## src/rtl/life_gen_ctrl.sv

```systemverilog
// Purpose: generation sequencer for a life_col4 column array (pattern load, run/step enable pulses, status flags).
// Latency: write strobe one clock after load accept; enable pulse spacing max(gen_period,1)+2 clocks in RUN.
// Backpressure: load_ready is high only in IDLE; writes are accepted on load_valid & load_ready.
//
// Optional feature: define LIFE_CTRL_AUTO_HALT_EN to halt a free run on a stable board.
// Without it, stability is only flagged and the run continues until extinct or cmd_stop.
//
// Ports:
//   clk, reset                      clock, synchronous active-high reset
//   load_valid/load_ready           pattern-write handshake; load_col_idx, load_val = target column, data
//   cmd_run, cmd_step, cmd_stop     control pulses
//   gen_period                      clocks between enable pulses in RUN (0 behaves as 1)
//   col_write_enb, col_val          one-hot column write strobe and shared write data
//   col_enable                      array-wide one-cycle generation enable
//   alive_flat, alive_prev_flat     flattened current / previous cell state from the columns
//   busy, halted, gen_count         status
//   extinct, stable, load_err       sticky flags
module life_gen_ctrl #(
    parameter int NUM_COLS = 4,
    parameter int ROWS     = 4,
    parameter int DIV_W    = 16,
    localparam int IDX_W   = (NUM_COLS > 1) ? $clog2(NUM_COLS) : 1
) (
    input  logic                     clk,
    input  logic                     reset,
    input  logic                     load_valid,
    output logic                     load_ready,
    input  logic [IDX_W-1:0]         load_col_idx,
    input  logic [ROWS-1:0]          load_val,
    input  logic                     cmd_run,
    input  logic                     cmd_step,
    input  logic                     cmd_stop,
    input  logic [DIV_W-1:0]         gen_period,
    output logic [NUM_COLS-1:0]      col_write_enb,
    output logic [ROWS-1:0]          col_val,
    output logic                     col_enable,
    input  logic [NUM_COLS*ROWS-1:0] alive_flat,
    input  logic [NUM_COLS*ROWS-1:0] alive_prev_flat,
    output logic                     busy,
    output logic                     halted,
    output logic [15:0]              gen_count,
    output logic                     extinct,
    output logic                     stable,
    output logic                     load_err
);

    typedef enum logic [2:0] {
        IDLE     = 3'd0,
        WRITE    = 3'd1,
        RUN_WAIT = 3'd2,
        TICK     = 3'd3,
        SETTLE   = 3'd4,
        HALT     = 3'd5
    } state_t;

    state_t                state_q, state_d;
    logic [DIV_W-1:0]      cnt_q, cnt_d;
    logic                  run_mode_q, run_mode_d;
    logic                  stop_pend_q, stop_pend_d;
    logic [NUM_COLS-1:0]   col_write_enb_q, col_write_enb_d;
    logic [ROWS-1:0]       col_val_q, col_val_d;
    logic                  col_enable_q, col_enable_d;
    logic [15:0]           gen_count_q, gen_count_d;
    logic                  extinct_q, extinct_d;
    logic                  stable_q, stable_d;
    logic                  load_err_q, load_err_d;
    logic                  busy_q, busy_d;
    logic                  halted_q, halted_d;
    logic                  load_ready_q, load_ready_d;

    // One-hot decode of the write index; an all-zero result marks an out-of-range index.
    logic [NUM_COLS-1:0]   col_sel;
    logic                  idx_in_range;
    always_comb begin
        col_sel = '0;
        for (int c = 0; c < NUM_COLS; c++) begin
            if (load_col_idx == IDX_W'(c)) begin
                col_sel[c] = 1'b1;
            end
        end
        idx_in_range = |col_sel;
    end

    // A period of zero behaves like one, so the wait phase always lasts at least one clock.
    logic [DIV_W-1:0] reload_val;
    assign reload_val = (gen_period == '0) ? '0 : gen_period - DIV_W'(1);

    logic board_dead, board_same;
    assign board_dead = (alive_flat == '0);
    assign board_same = (alive_flat == alive_prev_flat);

    always_comb begin
        state_d         = state_q;
        cnt_d           = cnt_q;
        run_mode_d      = run_mode_q;
        stop_pend_d     = stop_pend_q;
        col_write_enb_d = '0;
        col_val_d       = '0;
        col_enable_d    = 1'b0;
        gen_count_d     = gen_count_q;
        extinct_d       = extinct_q;
        stable_d        = stable_q;
        load_err_d      = load_err_q;

        case (state_q)
            IDLE: begin
                stop_pend_d = 1'b0;
                if (load_valid) begin
                    state_d         = WRITE;
                    col_write_enb_d = col_sel;
                    col_val_d       = load_val;
                    gen_count_d     = '0;
                    if (!idx_in_range) begin
                        load_err_d = 1'b1;
                    end
                end else if (cmd_run) begin
                    extinct_d  = 1'b0;
                    stable_d   = 1'b0;
                    run_mode_d = 1'b1;
                    cnt_d      = reload_val;
                    state_d    = RUN_WAIT;
                end else if (cmd_step) begin
                    extinct_d    = 1'b0;
                    stable_d     = 1'b0;
                    run_mode_d   = 1'b0;
                    state_d      = TICK;
                    col_enable_d = 1'b1;
                    gen_count_d  = gen_count_q + 16'd1;
                end
            end
            WRITE: begin
                state_d = IDLE;
            end
            RUN_WAIT: begin
                if (cmd_stop) begin
                    state_d = IDLE;
                end else if (cnt_q == '0) begin
                    state_d      = TICK;
                    col_enable_d = 1'b1;
                    gen_count_d  = gen_count_q + 16'd1;
                end else begin
                    cnt_d = cnt_q - DIV_W'(1);
                end
            end
            TICK: begin
                // The pulse is already out; a stop here only changes where SETTLE goes.
                stop_pend_d = stop_pend_q | cmd_stop;
                state_d     = SETTLE;
            end
            SETTLE: begin
                extinct_d   = board_dead;
                stable_d    = board_same;
                stop_pend_d = 1'b0;
                if (!run_mode_q || stop_pend_q || cmd_stop) begin
                    state_d = IDLE;
                end else if (board_dead) begin
                    state_d = HALT;
`ifdef LIFE_CTRL_AUTO_HALT_EN
                end else if (board_same) begin
                    state_d = HALT;
`endif
                end else begin
                    cnt_d   = reload_val;
                    state_d = RUN_WAIT;
                end
            end
            HALT: begin
                if (cmd_stop) begin
                    state_d = IDLE;
                end
            end
            default: begin
                state_d = IDLE;
            end
        endcase

        busy_d       = (state_d != IDLE);
        halted_d     = (state_d == HALT);
        load_ready_d = (state_d == IDLE);
    end

    always_ff @(posedge clk) begin
        if (reset) begin
            state_q         <= IDLE;
            cnt_q           <= '0;
            run_mode_q      <= 1'b0;
            stop_pend_q     <= 1'b0;
            col_write_enb_q <= '0;
            col_val_q       <= '0;
            col_enable_q    <= 1'b0;
            gen_count_q     <= '0;
            extinct_q       <= 1'b0;
            stable_q        <= 1'b0;
            load_err_q      <= 1'b0;
            busy_q          <= 1'b0;
            halted_q        <= 1'b0;
            load_ready_q    <= 1'b1;
        end else begin
            state_q         <= state_d;
            cnt_q           <= cnt_d;
            run_mode_q      <= run_mode_d;
            stop_pend_q     <= stop_pend_d;
            col_write_enb_q <= col_write_enb_d;
            col_val_q       <= col_val_d;
            col_enable_q    <= col_enable_d;
            gen_count_q     <= gen_count_d;
            extinct_q       <= extinct_d;
            stable_q        <= stable_d;
            load_err_q      <= load_err_d;
            busy_q          <= busy_d;
            halted_q        <= halted_d;
            load_ready_q    <= load_ready_d;
        end
    end

    assign col_write_enb = col_write_enb_q;
    assign col_val       = col_val_q;
    assign col_enable    = col_enable_q;
    assign gen_count     = gen_count_q;
    assign extinct       = extinct_q;
    assign stable        = stable_q;
    assign load_err      = load_err_q;
    assign busy          = busy_q;
    assign halted        = halted_q;
    assign load_ready    = load_ready_q;

endmodule

```

## config.mk

```make
export PLATFORM = sky130hd
export DESIGN_NAME = life_gen_ctrl
export DESIGN_NICKNAME = d
export VERILOG_FILES = /design/src/rtl/life_gen_ctrl.sv
export SDC_FILE = /design/constraint.sdc
export NUM_CORES = 1
export LEC_CHECK = 0
export CELL_PAD_IN_SITES_DETAIL_PLACEMENT = 1
export CELL_PAD_IN_SITES_GLOBAL_PLACEMENT = 2
export CORE_ASPECT_RATIO = 0.75
export CORE_MARGIN = 2
export CORE_UTILIZATION = 28
export DETAILED_ROUTE_END_ITERATION = 7
export GPL_TIMING_DRIVEN = 0
export HOLD_SLACK_MARGIN = 0.1
export PLACE_DENSITY = 0.84
export SETUP_SLACK_MARGIN = 0.3
export SLEW_MARGIN = 20
export SYNTH_ARGS = -nofsm -noshare
export SYNTH_HDL_FRONTEND = slang
export SYNTH_SLANG_ARGS = --single-unit
export TNS_END_PERCENT = 50
```

## constraint.sdc

```tcl
create_clock -name clk -period 4.7 [get_ports clk]
set_input_delay 0.47 -clock clk [delete_from_list [all_inputs] [get_ports clk]]
set_output_delay 0.47 -clock clk [all_outputs]
set_load 0.03 [all_outputs]
```

==> impl_metrics.yaml <==
timing:
  setup_violations: 0
  slew_headroom: 0.425
  tightestPinTransition_ns: 0.854
  fin_crit_sh: 0.693
  fin_ws_ns: 1.44
  final-max-slew-violation-count: 0
  rsz0062_at_grt: "no"
  hold_viol: 0
  skew_ns: 0.00431
  post-route-min-period_ns: 3.26
  fin_tns_setup_ns: 0
  fmaxAchievable_ghz: 0.307
logic_synthesis:
  ys_seq_area_frac: 0.353
  synth-edff-count: 0
  synth-seq-cells: 52
  synth_area_leaders: "dfxtp_1, xor2_1, xnor2_1"
  synth_common_cells: "dfxtp_1, nor2_1, nand2_1"
  yosysMostFrequentCell: "dfxtp_1"
  synthesis.nets: 432
  syn_area_um2: 2950
  syn_inst: 368
  synth_top_cell_by_area: "dfxtp_1"
  yosys_warnings: 0
  async_flop_share: 0
  ys_types: 50
  syn_avg_cell_area_um2: 8.01
  synth_top_area_share: 0.353
  ys.flop_type: "dfxtp_1"
floorplanning:
  core_um2: 10200
  boundaryPins: 91
  die_w_um: 123
  die_h_um: 92.9
  die-area_um2: 11400
  initial_core_util: 0.288
  num_rows: 32
drt:
  drtPass1Iterations: 4
  routed-via-count: 3086
  drt-total-wl_um: 9590
  ant_nets: 0
  drtIter0Drc: 113
  drc: 0
  wl_per_cell_um: 16.0
  viasPerCell: 5.13
grt:
  grt-busiest-layer: "met2"
  grt_pass1_wl_um: 15900
  use_met2: 0.269
  antenna_found_initial: 0
  track_usage: 0.174
  grtUsageMet1: 0.250
  grt_pass1_vias: 3187
  grt_remaining_overflow: 0
  grt_max_degree: 16
  met3_usage: 0.0357
final_layout:
  syn_to_final_growth_pct: 41.0
  final_nets: 528
  drive_above_1_share: 0.0344
  finalCoreUtilization: 0.406
  num_antenna_cells: 0
worst_setup_path:
  end_kind: "flop"
  critPathArrivalTime_ns: 3.45
  critPathLaunchType: "input pin"
  critical_path.max_fanout: 10
  worstSetupPathType: "input pin to flop"
  required_ns: 4.89
placed_design:
  place_hpwl_um: 7550
  preCtsSetupSlack_ns: 1.15
  gp_congestion: 0.860
  io_buffers: 89
outcome:
  status: "complete, no violations"
clock_network:
  cts_tree: "built"
  cts_setup_buffers: 0
  cts_root_buffer: "clkbuf_16"
  cts_made_buffers: 5
  cts-resized-gates: 0
  clk_pin_slew_ns: 0.07
  insertion_delay_ns: 0.29
  hold_buffers: 0
  cts_sinks: 52
  h-tree-depth: 2
  cts_buffer_depth: 2
power:
  p_leak_nw: 1.40
  peakVddDrop_mv: 0.134
  power.density_nw_per_um2: 281
  finalPower_mw: 1.17
run:
  maxCapViolations: 0
worst_hold_path:
  hp-class: "flop to flop"
==> logic make-up after synthesis <==
group,Yosys count,share of synthesized area
simple gates,166,0.293
compound gates,78,0.180
flops,52,0.353
xor+xnor,40,0.119
buf+inv,27,0.0348
fa+ha+maj,4,0.0170
mux,1,0.00339
==> metal layers <==
metal	share of wire	vias up
met3	0.061	7
met1	0.51	1470
li1	-	1538
met5	0	-
met4	0.0074	0
met2	0.43	71
==> placed cells by master, fill, tap and decap left out, drive strengths merged, types with 3 or more instances in the layout <==
cell,instances
nor3b,5
nor4,15
nand4,6
and2,5
nor2b,3
inv,9
clkbuf,22
clkdlybuf4s50,89
xor2,21
a21oi,20
nand2,26
clkinv,3
nand3,14
xnor2,19
dfxtp,52
a32o,7
nor3,20
o21ai,23
o32ai,6
nor2,44
nor4b,3
and3,6
or3,7
o22ai,6
or4,3
ha,4
==> final timing paths <==
kind | slack (ns) | endpoint | start | depth (start not counted)
hold / removal | 0.46 | stable$_SDFFE_PP0P_ | stable$_SDFFE_PP0P_ | 2
setup / recovery | 1.44 | cnt_q[14]$_SDFFE_PP0P_ | gen_period[0] | 8
setup reg to reg | 1.76 | gen_count[8]$_SDFFE_PP0P_ | cnt_q[0]$_SDFFE_PP0P_ | 8
hold reg to reg | 0.46 | stable$_SDFFE_PP0P_ | stable$_SDFFE_PP0P_ | 2
==> state kept, by name, summed over array words and instances (netlist names), 3 cells and up <==
name,count
col_write_enb,4
state_q,3
gen_count,16
cnt_q,16
col_val,4
==> per-stage QoR <==
step                      cell area, um2  instances  hold slack [ns]
final                               4160        601            0.457
after global routing                4160        601            0.491
after CTS                           4160        601            0.464
after detailed placement            4010        593            0.454
after global placement              4010        593            0.441
after floorplan                     2950        368            0.458
==> layout make-up <==
type	count	area (um2)
Fill cell	1237	6090
Multi-Input combinational cell	289	1810
Sequential cell	52	1040
Timing Repair Buffer	89	891
Tap cell	136	170
Clock buffer	6	139
Buffer	17	65.1
Inverter	10	37.5
Clock inverter	2	10.0
==> power breakdown <==
part	switching (mW)	internal [mW]	total, mW
Clock	0.167	0.210	0.377
Sequential	0.0170	0.462	0.479
Combinational	0.176	0.135	0.311
Total	0.359	0.807	1.17
==> critical path, cell delays in order <==
cell and delay [ns]:
clkdlybuf4s50_1 0.48, inv_1 0.11, ha_1 0.14, or4b_2 0.62
o41ai_2 0.70, clkbuf_1 0.48, o22ai_1 0.21, a32o_1 0.24
Note: power is estimated with default switching activity, not from simulation.
